===== src/rtl/reg_scoreboard.sv =====
// rtl/reg_scoreboard.sv - decode-stage scoreboard: RAW/WAW/write-back slot stalls and GPR/FPR write-back sequencing.
// Optional stall statistics ports are enabled by defining SCOREBOARD_STATS_EN.
module reg_scoreboard #(
  parameter int SHORT_LAT = 1,
  parameter int LONG_LAT  = 4
) (
  input  logic       clk,
  input  logic       reset,
  input  logic       id_valid,
  input  logic [4:0] id_rs,
  input  logic [4:0] id_rt,
  input  logic       id_rs_use,
  input  logic       id_rt_use,
  input  logic       id_src_fp,
  input  logic [4:0] id_dst,
  input  logic       id_dst_wr,
  input  logic       id_dst_fp,
  input  logic       id_long,
  output logic       stall,
  output logic       issue,
  output logic       wb_en,
  output logic       wb_fp,
  output logic [4:0] wb_dst,
`ifdef SCOREBOARD_STATS_EN
  output logic [31:0] stall_cycles,
  output logic [31:0] stall_raw,
`endif
  output logic       idle
);

  logic [LONG_LAT-1:0] p_valid_q, p_valid_d;
  logic [LONG_LAT-1:0] p_fp_q, p_fp_d;
  logic [4:0]          p_dst_q [LONG_LAT];
  logic [4:0]          p_dst_d [LONG_LAT];
  logic [63:0]         busy_q, busy_d;

  logic dst_real, raw, waw, slot;

  // A GPR r0 destination is architecturally discarded, so it never tracks or conflicts.
  always_comb begin
    dst_real = id_dst_wr & ~(~id_dst_fp & (id_dst == 5'd0));
    raw      = id_valid & ((id_rs_use & busy_q[{id_src_fp, id_rs}]) |
                           (id_rt_use & busy_q[{id_src_fp, id_rt}]));
    waw      = id_valid & dst_real & busy_q[{id_dst_fp, id_dst}];
    slot     = id_valid & dst_real & ~id_long & p_valid_q[SHORT_LAT];
    stall    = raw | waw | slot;
    issue    = id_valid & ~stall & reset;
  end

  always_comb begin
    p_valid_d = '0;
    p_fp_d    = '0;
    for (int i = 0; i < LONG_LAT; i++) p_dst_d[i] = 5'd0;
    for (int i = 0; i < LONG_LAT - 1; i++) begin
      p_valid_d[i] = p_valid_q[i+1];
      p_fp_d[i]    = p_fp_q[i+1];
      p_dst_d[i]   = p_dst_q[i+1];
    end
    busy_d = busy_q;
    if (p_valid_q[0]) busy_d[{p_fp_q[0], p_dst_q[0]}] = 1'b0;
    // Set after the retire clear; WAW stall guarantees the two never target the same bit.
    if (issue && dst_real) begin
      if (id_long) begin
        p_valid_d[LONG_LAT-1] = 1'b1;
        p_fp_d[LONG_LAT-1]    = id_dst_fp;
        p_dst_d[LONG_LAT-1]   = id_dst;
      end else begin
        p_valid_d[SHORT_LAT-1] = 1'b1;
        p_fp_d[SHORT_LAT-1]    = id_dst_fp;
        p_dst_d[SHORT_LAT-1]   = id_dst;
      end
      busy_d[{id_dst_fp, id_dst}] = 1'b1;
    end
  end

  always_ff @(posedge clk or negedge reset) begin
    if (!reset) begin
      p_valid_q <= '0;
      p_fp_q    <= '0;
      busy_q    <= '0;
      for (int i = 0; i < LONG_LAT; i++) p_dst_q[i] <= 5'd0;
    end else begin
      p_valid_q <= p_valid_d;
      p_fp_q    <= p_fp_d;
      busy_q    <= busy_d;
      for (int i = 0; i < LONG_LAT; i++) p_dst_q[i] <= p_dst_d[i];
    end
  end

  assign wb_en  = p_valid_q[0];
  assign wb_fp  = p_valid_q[0] & p_fp_q[0];
  assign wb_dst = p_valid_q[0] ? p_dst_q[0] : 5'd0;
  assign idle   = ~(|p_valid_q) & ~(|busy_q);

`ifdef SCOREBOARD_STATS_EN
  logic [31:0] stall_cycles_q, stall_cycles_d;
  logic [31:0] stall_raw_q, stall_raw_d;

  always_comb begin
    stall_cycles_d = stall_cycles_q;
    stall_raw_d    = stall_raw_q;
    if (stall && (stall_cycles_q != 32'hFFFF_FFFF)) stall_cycles_d = stall_cycles_q + 32'd1;
    if (raw && (stall_raw_q != 32'hFFFF_FFFF))      stall_raw_d    = stall_raw_q + 32'd1;
  end

  always_ff @(posedge clk or negedge reset) begin
    if (!reset) begin
      stall_cycles_q <= '0;
      stall_raw_q    <= '0;
    end else begin
      stall_cycles_q <= stall_cycles_d;
      stall_raw_q    <= stall_raw_d;
    end
  end

  assign stall_cycles = stall_cycles_q;
  assign stall_raw    = stall_raw_q;
`endif

endmodule

===== config.mk =====
export PLATFORM = sky130hd
export DESIGN_NAME = reg_scoreboard
export DESIGN_NICKNAME = d
export VERILOG_FILES = /design/src/rtl/reg_scoreboard.sv
export SDC_FILE = /design/constraint.sdc
export NUM_CORES = 1
export LEC_CHECK = 0
export CORE_MARGIN = 3
export CORE_UTILIZATION = 45
export DETAILED_ROUTE_END_ITERATION = 10
export PLACE_DENSITY_LB_ADDON = 0.15
export SETUP_SLACK_MARGIN = 0.05
export SLEW_MARGIN = 20
export SYNTH_ARGS = -nofsm -noshare
export SYNTH_HDL_FRONTEND = slang
export SYNTH_SLANG_ARGS = --single-unit

===== constraint.sdc =====
create_clock -name clk -period 3.2 [get_ports clk]
set_input_delay 0.64 -clock clk [delete_from_list [all_inputs] [get_ports clk]]
set_output_delay 0.64 -clock clk [all_outputs]
set_load 0.1 [all_outputs]

== Word-level counts from Yosys, hierarchy flattened ==
Index checks and enable logic that the tools add are counted.

* $mul: 0
* Add/subtract/negate cells: 0
* Bitwise gates (word level): 25
* Multiplexer cells: 25
* Reductions and logical operators: 6
* $lt $le $gt $ge: 6
* Eq/ne operators: 0
* Div/mod/pow operators: 0
* Shift operators: 0

{| class="wikitable"
|+ Operators with widths
! cell !! number
|-
| $mux 64 || 2
|-
| $and 64x64->64 || 1
|-
| $not 64->64 || 1
|-
| $or 64x64->64 || 1
|-
| $reduce_or 64->1 || 1
|-
| $lt 6x7->1 const B || 4
|-
| $mux 5 || 5
|-
| $bmux 1 s6 || 3
|-
| $and 1x1->1 || 13
|-
| $mux 1 || 13
|-
| $demux 1 s6 || 2
|-
| $ge 6x1->1 const B || 2
|-
| $not 1->1 || 6
|-
| $logic_not 5->1 || 1
|-
| $reduce_or 4->1 || 1
|-
| $logic_and 1x1->1 || 3
|-
| $or 1x1->1 || 3
|}

* Memories kept: 0
* Bits in read-only memories: 0
* Output and inout port bits: 10
* Logic and storage cells: 69
* Bits in latches: 0
* Flip-flop bits (word level): 92
* RAM bits: 0

== Longest topological paths before layout ==
* Word-level depth: 13
* Mapped depth: 12
* Gate-level depth less buffers: 7

== Worst setup path after synthesis ==
OpenSTA, ideal clock, no wires.

* Kind: register to output
* From: register p_valid_q[0]
* To: output idle
* Setup slack: -1.159 ns
* Buffers on the path: 0
* Stages on the path, launching flop included: 5
* Data required time: 2.560 ns
* Arrival time: 3.719 ns
* Cell sequence: dfrtp_1 -> nor4_1 -> nand4_1 -> or4_1 -> nor3_1

* Word-level cells in the longest chain between the ends: 3

{| class="wikitable"
|+ RTL lines
! element !! line !! text
|-
| start: declaration || 31 || <nowiki>logic [LONG_LAT-1:0] p_valid_q, p_valid_d;</nowiki>
|-
| start signal: assignment || 83 || <nowiki>p_valid_q <= p_valid_d;</nowiki>
|-
| $reduce_or 4->1 || 93 || <nowiki>assign idle = ~(|p_valid_q) & ~(|busy_q);</nowiki>
|-
| $not 1->1 || 93 ||
|-
| $and 1x1->1 || 93 ||
|-
| end: declaration || 28 || <nowiki>output logic idle</nowiki>
|}

Every way passes these cells.

== Final worst setup path ==
* From: register busy_q[21]
* To: output issue

* Word-level cells in the longest chain between the ends: 10
* Elaborated cells on any way between the ends: 16
* Those cells by class: mux (6); bitwise (10)

{| class="wikitable"
|+ RTL lines
! element !! line !! text
|-
| start: declaration || 35 || <nowiki>logic [63:0] busy_q, busy_d;</nowiki>
|-
| start signal: assignment || 85 || <nowiki>busy_q <= busy_d;</nowiki>
|-
| $bmux 1 s6, on equally long branches || 42, 43 ||
|-
| $mux 1, on equally long branches || 42, 43 ||
|-
| $and 1x1->1, on equally long branches || 42, 43 ||
|-
| $or 1x1->1 || 42 || <nowiki>raw = id_valid & ((id_rs_use & busy_q[{id_src_fp, id_rs}]) |</nowiki>
|-
| $and 1x1->1 || 42 ||
|-
| $or 1x1->1 * (2 in a row) || 46 || <nowiki>stall = raw | waw | slot;</nowiki>
|-
| $not 1->1 * || 47 || <nowiki>issue = id_valid & ~stall & reset;</nowiki>
|-
| $and 1x1->1 * (2 in a row) || 47 ||
|-
| end: declaration || 20 || <nowiki>output logic issue,</nowiki>
|}

Mark *: on every way between the ends. The rest lies on a longest branch, timed or not. The select of a mux whose other input is x is not followed.

==> metrics <==
run status=finished, violations left; failing checks=negative setup slack; pwr/cell area=349 nW/um^2; detailed-routing iteration count for the pre-antenna-repair pass=5; RSZ-0062 raised after global routing=true; gate count after technology mapping=around 490; number of antenna violations at the first check in global routing=0; count of unresolved DRC violations after routing=0; sequential fraction of the synthesis area=between 30% and 40%; most frequent standard cell in the layout excluding fill and tap cells=sky130_fd_sc_hd__dfrtp_1; simple-gate share of the synthesized area=12.5%; wire length of the first global-routing pass=slightly above 30 mm; parity-gate share of the synthesized area counting xor and xnor cells=0%; area of the placeable core=approximately 12000 sq um; clock latency at the later pin of the worst-skew pair=approximately 0.35 ns; final HPWL from detailed placement=roughly 14 mm; CTS sink count=between 90 and 100; number of synthesized flops with an enable pin=0; commonest cells after routing, fill and taps aside=92 x sky130_fd_sc_hd__dfrtp_1, 65 x sky130_fd_sc_hd__o21ai_0, 63 x sky130_fd_sc_hd__o31ai_2, 63 x sky130_fd_sc_hd__buf_4, 44 x sky130_fd_sc_hd__mux4_2; I/O Pins=34; list of cells traversed by the critical path=mux4_2, mux4_2, o21ai_2, nand4_1, buf_6, a21oi_4, and3_4, buf_12; data required time of the worst path=~2.6 ns; count of nets after finishing=597; fin util=about three fifths; Final Max Tran Viols=0; final setup vio count=2; setup TNS=-0.226 ns; FILL cells=roughly 1.0k; Post-Syn Area=5830 sq um; Placement Cell Area=6780 sq um; Routability Congestion=0.999; Horiz. Die Dim=roughly 120 microns; async set-reset flop share out of synthesis=between 90% and 100%; WS Path Type=reg -> out; Hold Path Class=reg -> reg; Top delay family on crit path=multiplexers; worst voltage drop across the vdd grid=~0.30 mV; area growth from synthesis to final layout=25.1%; Detailed Route WL=19.5 mm; via-per-instance ratio=about 6.8; cell count after placement=about 720; signal arrival time at the worst endpoint=roughly 2.7 ns; total count of hold-check failures in the final report=0; DR WL/cell=between 20 and 30 microns; clock skew=between 0.01 and 0.015 ns; met1 track utilization from global routing=between 30% and 40%; met3 layer usage reported by global route=roughly 8.5%; pin count of the biggest net entering global routing=50; DR iter-0 viols=roughly 570; main combinational cell family by area after synthesis=compound AO/OA/AOI/OAI gates; post-route design area=about 7300 sq um; standard-cell rows=40; flip-flop cell with the highest count after synthesis=sky130_fd_sc_hd__dfrtp_1; via count=between 5k and 6k; dpl ws=-0.671 ns; sort of element at the end of the critical path=primary output; mux share of post-synthesis cell area=20.1%; kind of launch point of the worst setup path=flop; fin crit share=104%; vertical die dimension=roughly 120 microns; mean cell area of the mapped netlist=roughly 12 sq um; initial standard-cell utilization of the core=between 40 and 50%; Worst slew margin=approximately half; number of synthesized register bits=between 90 and 100; CTS tree=done; quantity of I/O buffers inserted on ports=33; number of cells in the finished layout apart from fillers=~750; largest stage delay on the critical path=around 0.50 ns; fraction of met2 tracks used by global routing=43.0%; highest achievable clock rate=~300 MHz; Worst Path Buf+Inv=2; count of antenna-violating nets left after detailed routing=0; Total GRT Usage=~28%; fraction of final layout cells sized beyond drive strength 1=between 40% and 50%; total inserted antenna cells=0; vias in the first global route=around 5k; share of the synthesized area in compound gates (AO/OA/AOI/OAI)=approximately a quarter; syn_nets=about 520; most used cell along the critical path=sky130_fd_sc_hd__mux4_2; gr ovfl total=0; unique cell type count in the Yosys netlist=44; crit path max-delay cell type=sky130_fd_sc_hd__mux4_2; number of buffers inserted by hold repair at cts=0; static leakage power=2.52 nW; number of CTS-inserted buffers=9; largest fanout on the critical path=5; Period minus WS final=approximately 3.3 ns; grt peak-use layer=met2; Least-Margin Pin Slew=about 0.77 ns; die area=about 14000 sq um; final worst-path setup slack=-0.137 ns; CTS Buffer Depth=2; level count of the clock H-tree=3; Syn. warnings=0; count of max-cap constraint violations=0; Clock Pin Slew Worst Setup and Hold Paths=around 0.07 ns; adder-cell share of the synthesized area=0%; buffer cell driving the clock tree root=sky130_fd_sc_hd__clkbuf_16
## through the flow
step	hold WS [ns]	power, mW
5_1_grt	0.363	2.63
3_3_place_gp	0.333	1.54
4_1_cts	0.348	2.54
2_1_floorplan	0.331	1.38
6_report	0.349	2.54
3_5_place_dp	0.335	1.54
## where the power goes
part / internal [mW] / switching (mW)
sequential: 1.17 / 0.00945
clock: 0.527 / 0.459
combinational: 0.168 / 0.213
total: 1.86 / 0.682
## cells in the mapped netlist (3+ instances only)
library cell | count | area share [%]
sky130_fd_sc_hd__buf_6 | 8 | 1.5
sky130_fd_sc_hd__and2_1 | 7 | 0.75
sky130_fd_sc_hd__nand2_1 | 26 | 1.7
sky130_fd_sc_hd__nor2b_1 | 9 | 0.97
sky130_fd_sc_hd__clkbuf_1 | 9 | 0.58
sky130_fd_sc_hd__nand2b_1 | 4 | 0.43
sky130_fd_sc_hd__or3_1 | 6 | 0.64
sky130_fd_sc_hd__o31ai_2 | 63 | 14
sky130_fd_sc_hd__nand3_1 | 19 | 1.6
sky130_fd_sc_hd__a31oi_1 | 4 | 0.43
sky130_fd_sc_hd__nand4_1 | 5 | 0.54
sky130_fd_sc_hd__mux2i_1 | 8 | 1.4
sky130_fd_sc_hd__inv_1 | 6 | 0.39
sky130_fd_sc_hd__and3_1 | 3 | 0.32
sky130_fd_sc_hd__mux4_2 | 44 | 17
sky130_fd_sc_hd__nand3b_1 | 10 | 1.3
sky130_fd_sc_hd__a22oi_1 | 10 | 1.3
sky130_fd_sc_hd__nor4_1 | 17 | 1.8
sky130_fd_sc_hd__mux2_2 | 6 | 1.2
sky130_fd_sc_hd__nor2_1 | 10 | 0.64
sky130_fd_sc_hd__a21oi_1 | 9 | 0.77
sky130_fd_sc_hd__dfrtp_1 | 92 | 40
sky130_fd_sc_hd__buf_2 | 11 | 0.94
sky130_fd_sc_hd__buf_1 | 5 | 0.32
sky130_fd_sc_hd__o21ai_0 | 66 | 5.7
sky130_fd_sc_hd__nor3_1 | 10 | 0.86
## logic make-up (layout without fill, tap and decap cells)
logic type | Yosys count | after routing
simple gates | 132 | 132
compound gates | 166 | 166
mux | 60 | 60
flops | 92 | 92
buf+inv | 44 | 128
## timing repair
| action | CTS | global route |
|---|---|---|
| setup buffers | 1 | 3 |
| gates resized for setup | 30 | 42 |
| cloned | 3 | 0 |
| setup endpoints to repair | 78 | 79 |
| pin swaps | 9 | 11 |
## layer usage
metal	part of all wire, %	wire length [microns]
met1	41	7890
met5	0	0
met3	10	1980
met2	46	9050
met4	2.7	533
## registers in the layout, summed over array words and instances, names as in the netlist
name / cells
p_valid_q: 4
busy_q: 64
p_dst_q: 10
p_fp_q: 4
p_dst_d: 10
## layout make-up
cell class                 count  area, sq um  share of cell area [%]
multi-input combinational    358         3430                    47.1
sequential                    92         2300                    31.6
timing repair buffer         103         1050                    14.4
clock buffer                  12          236                    3.24
tap                          168          210                    2.88
inverter                       9         33.8                   0.464
clock inverter                 4         26.3                   0.361
## worst register-to-register path, cell delays in order (launching register included)
cell and delay [ns]:
sky130_fd_sc_hd__dfrtp_1 0.46, sky130_fd_sc_hd__mux4_2 0.49, sky130_fd_sc_hd__mux4_2 0.50, sky130_fd_sc_hd__o21ai_2 0.13, sky130_fd_sc_hd__nand4_1 0.12, sky130_fd_sc_hd__buf_6 0.16
sky130_fd_sc_hd__buf_4 0.13, sky130_fd_sc_hd__or3_4 0.42, sky130_fd_sc_hd__buf_12 0.20, sky130_fd_sc_hd__o31ai_2 0.28
## final timing paths
check | to | slack [ns] | cells after the start | from
max | issue | -0.14 | 8 | busy_q[21]$_DFF_PN0_
min | p_dst_d[13]$_DFF_PN0_ | 0.35 | 0 | p_dst_d[8]$_DFF_PN0_
max reg2reg | busy_q[44]$_DFF_PN0_ | 0.20 | 9 | busy_q[21]$_DFF_PN0_
min reg2reg | p_dst_d[13]$_DFF_PN0_ | 0.35 | 0 | p_dst_d[8]$_DFF_PN0_
max in group asynchronous | busy_q[7]$_DFF_PN0_ | 2.33 | 2 | reset
min in group asynchronous | p_dst_d[8]$_DFF_PN0_ | 0.40 | 2 | reset
Power figures use the tool's default switching activity.
